### config.mk
export PLATFORM = sky130hd
export DESIGN_NAME = mmio_timer_flat
export DESIGN_NICKNAME = d
export VERILOG_FILES = /design/src/rtl/mmio_timer_if.sv /design/src/rtl/mmio_timer.sv /design/src/flat_wrapper.sv
export SDC_FILE = /design/constraint.sdc
export NUM_CORES = 1
export LEC_CHECK = 0
export ABC_AREA = 1
export ABC_CLOCK_PERIOD_IN_PS = 5650
export BUFFER_PORTS_ARGS = -buffer_cell sky130_fd_sc_hd__buf_4
export CAP_MARGIN = 20
export CORE_UTILIZATION = 50
export CTS_CLUSTER_SIZE = 24
export DETAILED_ROUTE_END_ITERATION = 7
export PLACE_DENSITY = 0.86
export SLEW_MARGIN = 20
export SYNTH_ARGS = -nofsm -noshare
export SYNTH_HDL_FRONTEND = slang
export SYNTH_SLANG_ARGS = --single-unit
### constraint.sdc
create_clock -name clk -period 5.65 [get_ports clk]
set_input_delay 1.4125 -clock clk [delete_from_list [all_inputs] [get_ports clk]]
set_output_delay 1.4125 -clock clk [all_outputs]
set_load 0.01 [all_outputs]
### src/rtl/mmio_timer_if.sv
// Data-RAM side bus shared by openmips and the memory-mapped timer.
// The CPU side drives the access strobe, address, byte enables and write data;
// the timer answers with read data and a window-hit flag for the read mux.
interface mmio_timer_if;
  logic        ce;
  logic        we;
  logic [31:0] addr;
  logic [3:0]  sel;
  logic [31:0] data_i;
  logic [31:0] data_o;
  logic        hit_o;

  modport master (
    output ce, we, addr, sel, data_i,
    input  data_o, hit_o
  );

  modport slave (
    input  ce, we, addr, sel, data_i,
    output data_o, hit_o
  );
endinterface

### src/rtl/mmio_timer.sv
// Memory-mapped down-counting timer on the openmips data-RAM bus.
// Registers: CTRL(0x00) LOAD(0x04) COUNT(0x08) STAT(0x0C), plus PRESC(0x10)
// when the build macro TIMER_PRESCALE_EN is defined. Without the macro the
// counter ticks on every enabled cycle and 0x10 behaves as an empty slot.
// Outside its 32-byte window the block stays silent (hit_o=0, data_o=0) so
// data_ram serves the access.
module mmio_timer #(
  parameter logic [31:0] BASE_ADDR = 32'h2000_0000,
  parameter int          CNT_W     = 32
) (
  input  logic        clk,
  input  logic        rst,
  mmio_timer_if.slave bus,
  output logic        timer_int_o
);

  localparam logic [2:0] A_CTRL  = 3'd0;
  localparam logic [2:0] A_LOAD  = 3'd1;
  localparam logic [2:0] A_COUNT = 3'd2;
  localparam logic [2:0] A_STAT  = 3'd3;
  localparam logic [2:0] A_PRESC = 3'd4;

  logic             en, auto_rl, ie, expd;
  logic [CNT_W-1:0] load, count;

  logic             hit, wr, rd;
  logic [2:0]       idx;
  logic             wr_ctrl, wr_load, wr_count, wr_stat;
  logic             tick, cnt_zero, expire;
  logic [31:0]      load_w, count_w, presc_rd, rdata;
  logic [1:0]       unused_addr_lsb;

  // Byte-lane merge: lanes with sel set take the new data, others keep old.
  function automatic logic [31:0] byte_merge(input logic [31:0] old_v,
                                             input logic [31:0] new_v,
                                             input logic [3:0]  be);
    logic [31:0] res;
    for (int b = 0; b < 4; b++)
      res[8*b +: 8] = be[b] ? new_v[8*b +: 8] : old_v[8*b +: 8];
    return res;
  endfunction

  assign unused_addr_lsb = bus.addr[1:0];

  assign hit      = bus.ce & (bus.addr[31:5] == BASE_ADDR[31:5]);
  assign wr       = hit & bus.we;
  assign rd       = hit & ~bus.we;
  assign idx      = bus.addr[4:2];
  assign wr_ctrl  = wr & (idx == A_CTRL);
  assign wr_load  = wr & (idx == A_LOAD);
  assign wr_count = wr & (idx == A_COUNT);
  assign wr_stat  = wr & (idx == A_STAT);

  assign load_w   = byte_merge(32'(load),  bus.data_i, bus.sel);
  assign count_w  = byte_merge(32'(count), bus.data_i, bus.sel);

  assign cnt_zero = (count == '0);
  assign expire   = tick & cnt_zero;

`ifdef TIMER_PRESCALE_EN
  logic [15:0] presc, pcnt;
  logic        wr_presc;
  logic [31:0] presc_w;

  assign wr_presc = wr & (idx == A_PRESC);
  assign presc_w  = byte_merge({16'h0, presc}, bus.data_i, bus.sel);
  assign tick     = en & (pcnt == presc);
  assign presc_rd = {16'h0, presc};

  // Prescaler: divide enabled cycles by PRESC+1; restart on any reconfiguration.
  always_ff @(posedge clk or negedge rst) begin
    if (!rst) begin
      presc <= '0;
      pcnt  <= '0;
    end else begin
      if (wr_presc)
        presc <= presc_w[15:0];
      if (wr_presc || wr_ctrl || !en || pcnt == presc)
        pcnt <= '0;
      else
        pcnt <= pcnt + 16'd1;
    end
  end
`else
  assign tick     = en;
  assign presc_rd = 32'h0;
`endif

  // Control and status: CTRL write beats one-shot EN clear; expiry beats W1C.
  always_ff @(posedge clk or negedge rst) begin
    if (!rst) begin
      en      <= 1'b0;
      auto_rl <= 1'b0;
      ie      <= 1'b0;
      expd    <= 1'b0;
    end else begin
      if (wr_ctrl && bus.sel[0]) begin
        en      <= bus.data_i[0];
        auto_rl <= bus.data_i[1];
        ie      <= bus.data_i[2];
      end else if (expire && !auto_rl) begin
        en      <= 1'b0;
      end
      if (expire)
        expd <= 1'b1;
      else if (wr_stat && bus.sel[0] && bus.data_i[0])
        expd <= 1'b0;
    end
  end

  // Reload register and down-counter; a bus write to COUNT overrides the tick.
  always_ff @(posedge clk or negedge rst) begin
    if (!rst) begin
      load  <= '0;
      count <= '0;
    end else begin
      if (wr_load)
        load <= load_w[CNT_W-1:0];
      if (wr_count)
        count <= count_w[CNT_W-1:0];
      else if (tick) begin
        if (!cnt_zero)
          count <= count - CNT_W'(1);
        else if (auto_rl)
          count <= load;
      end
    end
  end

  // Register read mux; unmapped offsets read zero.
  always_comb begin
    rdata = 32'h0;
    case (idx)
      A_CTRL:  rdata = {29'h0, ie, auto_rl, en};
      A_LOAD:  rdata = 32'(load);
      A_COUNT: rdata = 32'(count);
      A_STAT:  rdata = {31'h0, expd};
      A_PRESC: rdata = presc_rd;
      default: rdata = 32'h0;
    endcase
  end

  assign bus.data_o  = rd ? rdata : 32'h0;
  assign bus.hit_o   = hit;
  assign timer_int_o = expd & ie;

endmodule

### src/flat_wrapper.sv
// flat-port wrapper written by rule: the top's interface ports become plain ports
module mmio_timer_flat 
#(
  parameter logic [31:0] BASE_ADDR = 32'h2000_0000,
  parameter int          CNT_W     = 32
)
  (clk, rst, timer_int_o, bus_ce, bus_we, bus_addr, bus_sel, bus_data_i, bus_data_o, bus_hit_o);
  mmio_timer_if bus_i ();
  input  logic clk;
  input  logic rst;
  output logic timer_int_o;
  input wire logic [$bits(bus_i.ce)-1:0] bus_ce;
  input wire logic [$bits(bus_i.we)-1:0] bus_we;
  input wire logic [$bits(bus_i.addr)-1:0] bus_addr;
  input wire logic [$bits(bus_i.sel)-1:0] bus_sel;
  input wire logic [$bits(bus_i.data_i)-1:0] bus_data_i;
  output wire logic [$bits(bus_i.data_o)-1:0] bus_data_o;
  output wire logic [$bits(bus_i.hit_o)-1:0] bus_hit_o;
  assign bus_i.ce = bus_ce;
  assign bus_i.we = bus_we;
  assign bus_i.addr = bus_addr;
  assign bus_i.sel = bus_sel;
  assign bus_i.data_i = bus_data_i;
  assign bus_data_o = bus_i.data_o;
  assign bus_hit_o = bus_i.hit_o;
  mmio_timer #(.BASE_ADDR(BASE_ADDR), .CNT_W(CNT_W)) u_core (.clk(clk), .rst(rst), .bus(bus_i), .timer_int_o(timer_int_o));
endmodule
==> flow_summary.ini <==
[power]
internal-power_mw = 0.746
power_switching_mw = 0.237
p_leak_nw = 3.28
pwr-share-seq = 0.494
power_density_nw_per_um2 = 156
p_clk_frac = 0.424
irDropWorstVdd_mv = 0.101
p_sw_frac = 0.241
combPwrFrac = 0.081

[logic_synthesis]
syn-num-nets = 978
synth_top_flop_cell = dfrtp_1
synthCells = 904
synthDistinctLibCells = 34
netlist_area_sq_um = 5290
yosysWarnings = 0
yosysSeqAreaShare = 0.321
synthXorXnorAreaFrac = 0.0132
synthMuxAreaShare = 0
synth_enable_flop_cells = 0
async_reset_ff_frac = 1.00
synth_simple_gate_area_frac = 0.496
synth-compound-area-share = 0.0754
ys_seq_elements = 68
synthAdderAreaFrac = 0.00473
synth_top_family_by_area = simple AND/OR/NAND/NOR gates
syn_area_per_cell_sq_um = 5.86

[floorplan]
ioPinCount = 106
rows = 37
die_x_um = 105
die_y_um = 105
dieArea_sq_um = 11000
coreArea_sq_um = 10300
start_util = 0.515

[clock_tree]
path_clk_slew_ns = 0.07
tritoncts = built
clk_latency_ns = 0.36
cts_hold_buf = 0
h-tree-depth = 3
cts_setup_buffers = 0
ctsResizeCount = 0
clock-sinks = 68
root_buffer = clkbuf_8
numCtsBuffers = 9
clockBufferDepth = 2

[setup_path]
arrival_ns = 3.45
slowest_delay_ns = 0.46
cp_top_family = simple AND/OR/NAND/NOR gates
path_buf_inv = 3
critPathKind = input port to output pin
path_cells = buf_4, nor2_1, nand2_1, nor2_1, nand2_1, nor2_8, nand2_1, buf_4, a41oi_1, buf_4
slowest_stage = nand2_1
crit_path_start_kind = input port
required_ns = 4.24
critPathMaxFanout = 18
critical_path.endpoint_type = output pin

[timing]
fmax_ghz = 0.205
tns_ns = 0
setup_violations = 0
hold_viol = 0
rsz0062_at_grt = false
maxSlewHeadroom = 0.407
fin_worst_skew_ns = 0.00804
worstMarginPinSlew_ns = 0.886
period_needed_ns = 4.87
drv_slew = 0
finalCritPeriodShare = 0.861

[placed_design]
place.gp.congestion = 0.979
portBuffers = 103
hpwlAfterDp_um = 11200
dp_cells = 1115

[final_layout]
layout-drive-gt1-share = 0.141
diodes = 0
nets = 1064
mostFrequentLayoutCells = nand2_1, nor2_1, buf_4, inv_1, nand3_1
final_cells = 1129
fin_util = 0.613
area.growth.synth_to_final_pct = 19.0
layout_commonest_cell = nand2_1

[global_routing]
grt_pass1_vias = 5478
grt_use_total = 0.292
grt_pass1_wl_um = 25800
grt_max_degree = 69
antenna_found_initial = 0
overflow = 0

[route]
routed_wl_um = 15500
vias_per_cell = 5.27
first_iter_violations = 514
route.detailed.wl_per_inst_um = 13.7
num_vias = 5951
drc = 0
postRouteAntennaNets = 0
first_pass_iters = 5

[run_status]
status = completed

[hold_path]
worstHoldPathType = flip-flop to flip-flop

[run]
drv_cap = 0
==> power groups by stage <==
stage	Clock, mW	Combinational [mW]	Sequential (mW)
after floorplan	0	0.0214	0.496
after global placement	0	0.0791	0.496
after detailed placement	0	0.0803	0.496
after CTS	0.418	0.0803	0.486
after global routing	0.438	0.0885	0.486
final	0.418	0.0800	0.486
==> cells by family (layout without fill, tap and decap cells) <==
family | after synthesis | after routing
AO/OA/AOI/OAI | 78 | 78
XOR/XNOR | 8 | 8
adder cells (fa/ha/maj) | 2 | 2
buffers and inverters | 115 | 204
flip-flops | 68 | 68
AND/OR/NAND/NOR | 633 | 633
==> worst paths after layout <==
| check | from | endpoint | slack [ns] | depth (start not counted) |
|---|---|---|---|---|
| min in group asynchronous | rst | u_core.load[25] | 1.17 | 1 |
| setup reg to reg | u_core.count[8] | u_core.count[30] | 3.09 | 13 |
| hold reg to reg | u_core.load[26] | u_core.load[26] | 0.51 | 2 |
| setup / recovery | bus_addr[12] | bus_data_o[0] | 0.78 | 10 |
| hold / removal | u_core.load[26] | u_core.load[26] | 0.51 | 2 |
| max in group asynchronous | rst | u_core.load[16] | 3.91 | 1 |
==> metal layers <==
layer,up-vias,track usage,routed length [um]
li1,2993,-,-
met1,2676,0.369,6480
met2,243,0.498,7510
met3,39,0.0480,1100
met4,0,0.115,370
met5,-,0,0
==> final cells by class <==
cell class              instances  area, sq um
multi-input cells             721         3130
repair buffers                105          788
inverters                      85          320
flip-flops and latches         68         1700
clock inverters                 2         35.0
well taps                     136          170
fillers                       999         3980
clock buffers                  12          155
==> stage by stage <==
| stage | power [mW] | worst slack [ns] | hold slack [ns] | cell area (sq um) |
|---|---|---|---|---|
| final | 0.984 | 0.783 | 0.506 | 6300 |
| after global routing | 1.01 | 0.677 | 0.532 | 6300 |
| after CTS | 0.985 | 0.806 | 0.503 | 6300 |
| after detailed placement | 0.576 | 0.814 | 0.488 | 6110 |
| after global placement | 0.575 | 0.881 | 0.481 | 6110 |
| after floorplan | 0.517 | 1.68 | 0.456 | 5290 |
==> tightest hold or removal path, cell delays in order, from the launching register on <==
cell and delay, ns:
dfrtp_1 0.37, nand2_1 0.06, nand2_1 0.05
==> cell usage after synthesis (2+ instances only) <==
cell / instances / area, sq um
a21oi_1: 29 / 145
a31oi_1: 2 / 12.5
buf_1: 3 / 11.3
buf_2: 7 / 35.0
buf_4: 6 / 45.0
clkbuf_1: 13 / 48.8
dfrtp_1: 68 / 1700
ha_1: 2 / 25.0
inv_1: 80 / 300
inv_2: 4 / 15.0
nand2_1: 397 / 1490
nand2_2: 2 / 12.5
nand2_4: 3 / 33.8
nand3_1: 79 / 395
nand3b_1: 3 / 22.5
nand4_1: 13 / 81.3
nor2_1: 118 / 443
nor2_2: 5 / 31.3
nor2_4: 2 / 22.5
nor3_1: 4 / 20.0
o21ai_0: 31 / 155
o21ai_1: 14 / 70.1
or2_2: 2 / 12.5
xor2_1: 7 / 61.3
==> flip-flops by register name, summed over array words and instances, names as in the netlist <==
register        cells
u_core.auto_rl      1
u_core.en           1
u_core.expd         1
u_core.ie           1
u_core.count       32
u_core.load        32
(Power assumes the default switching activity.)
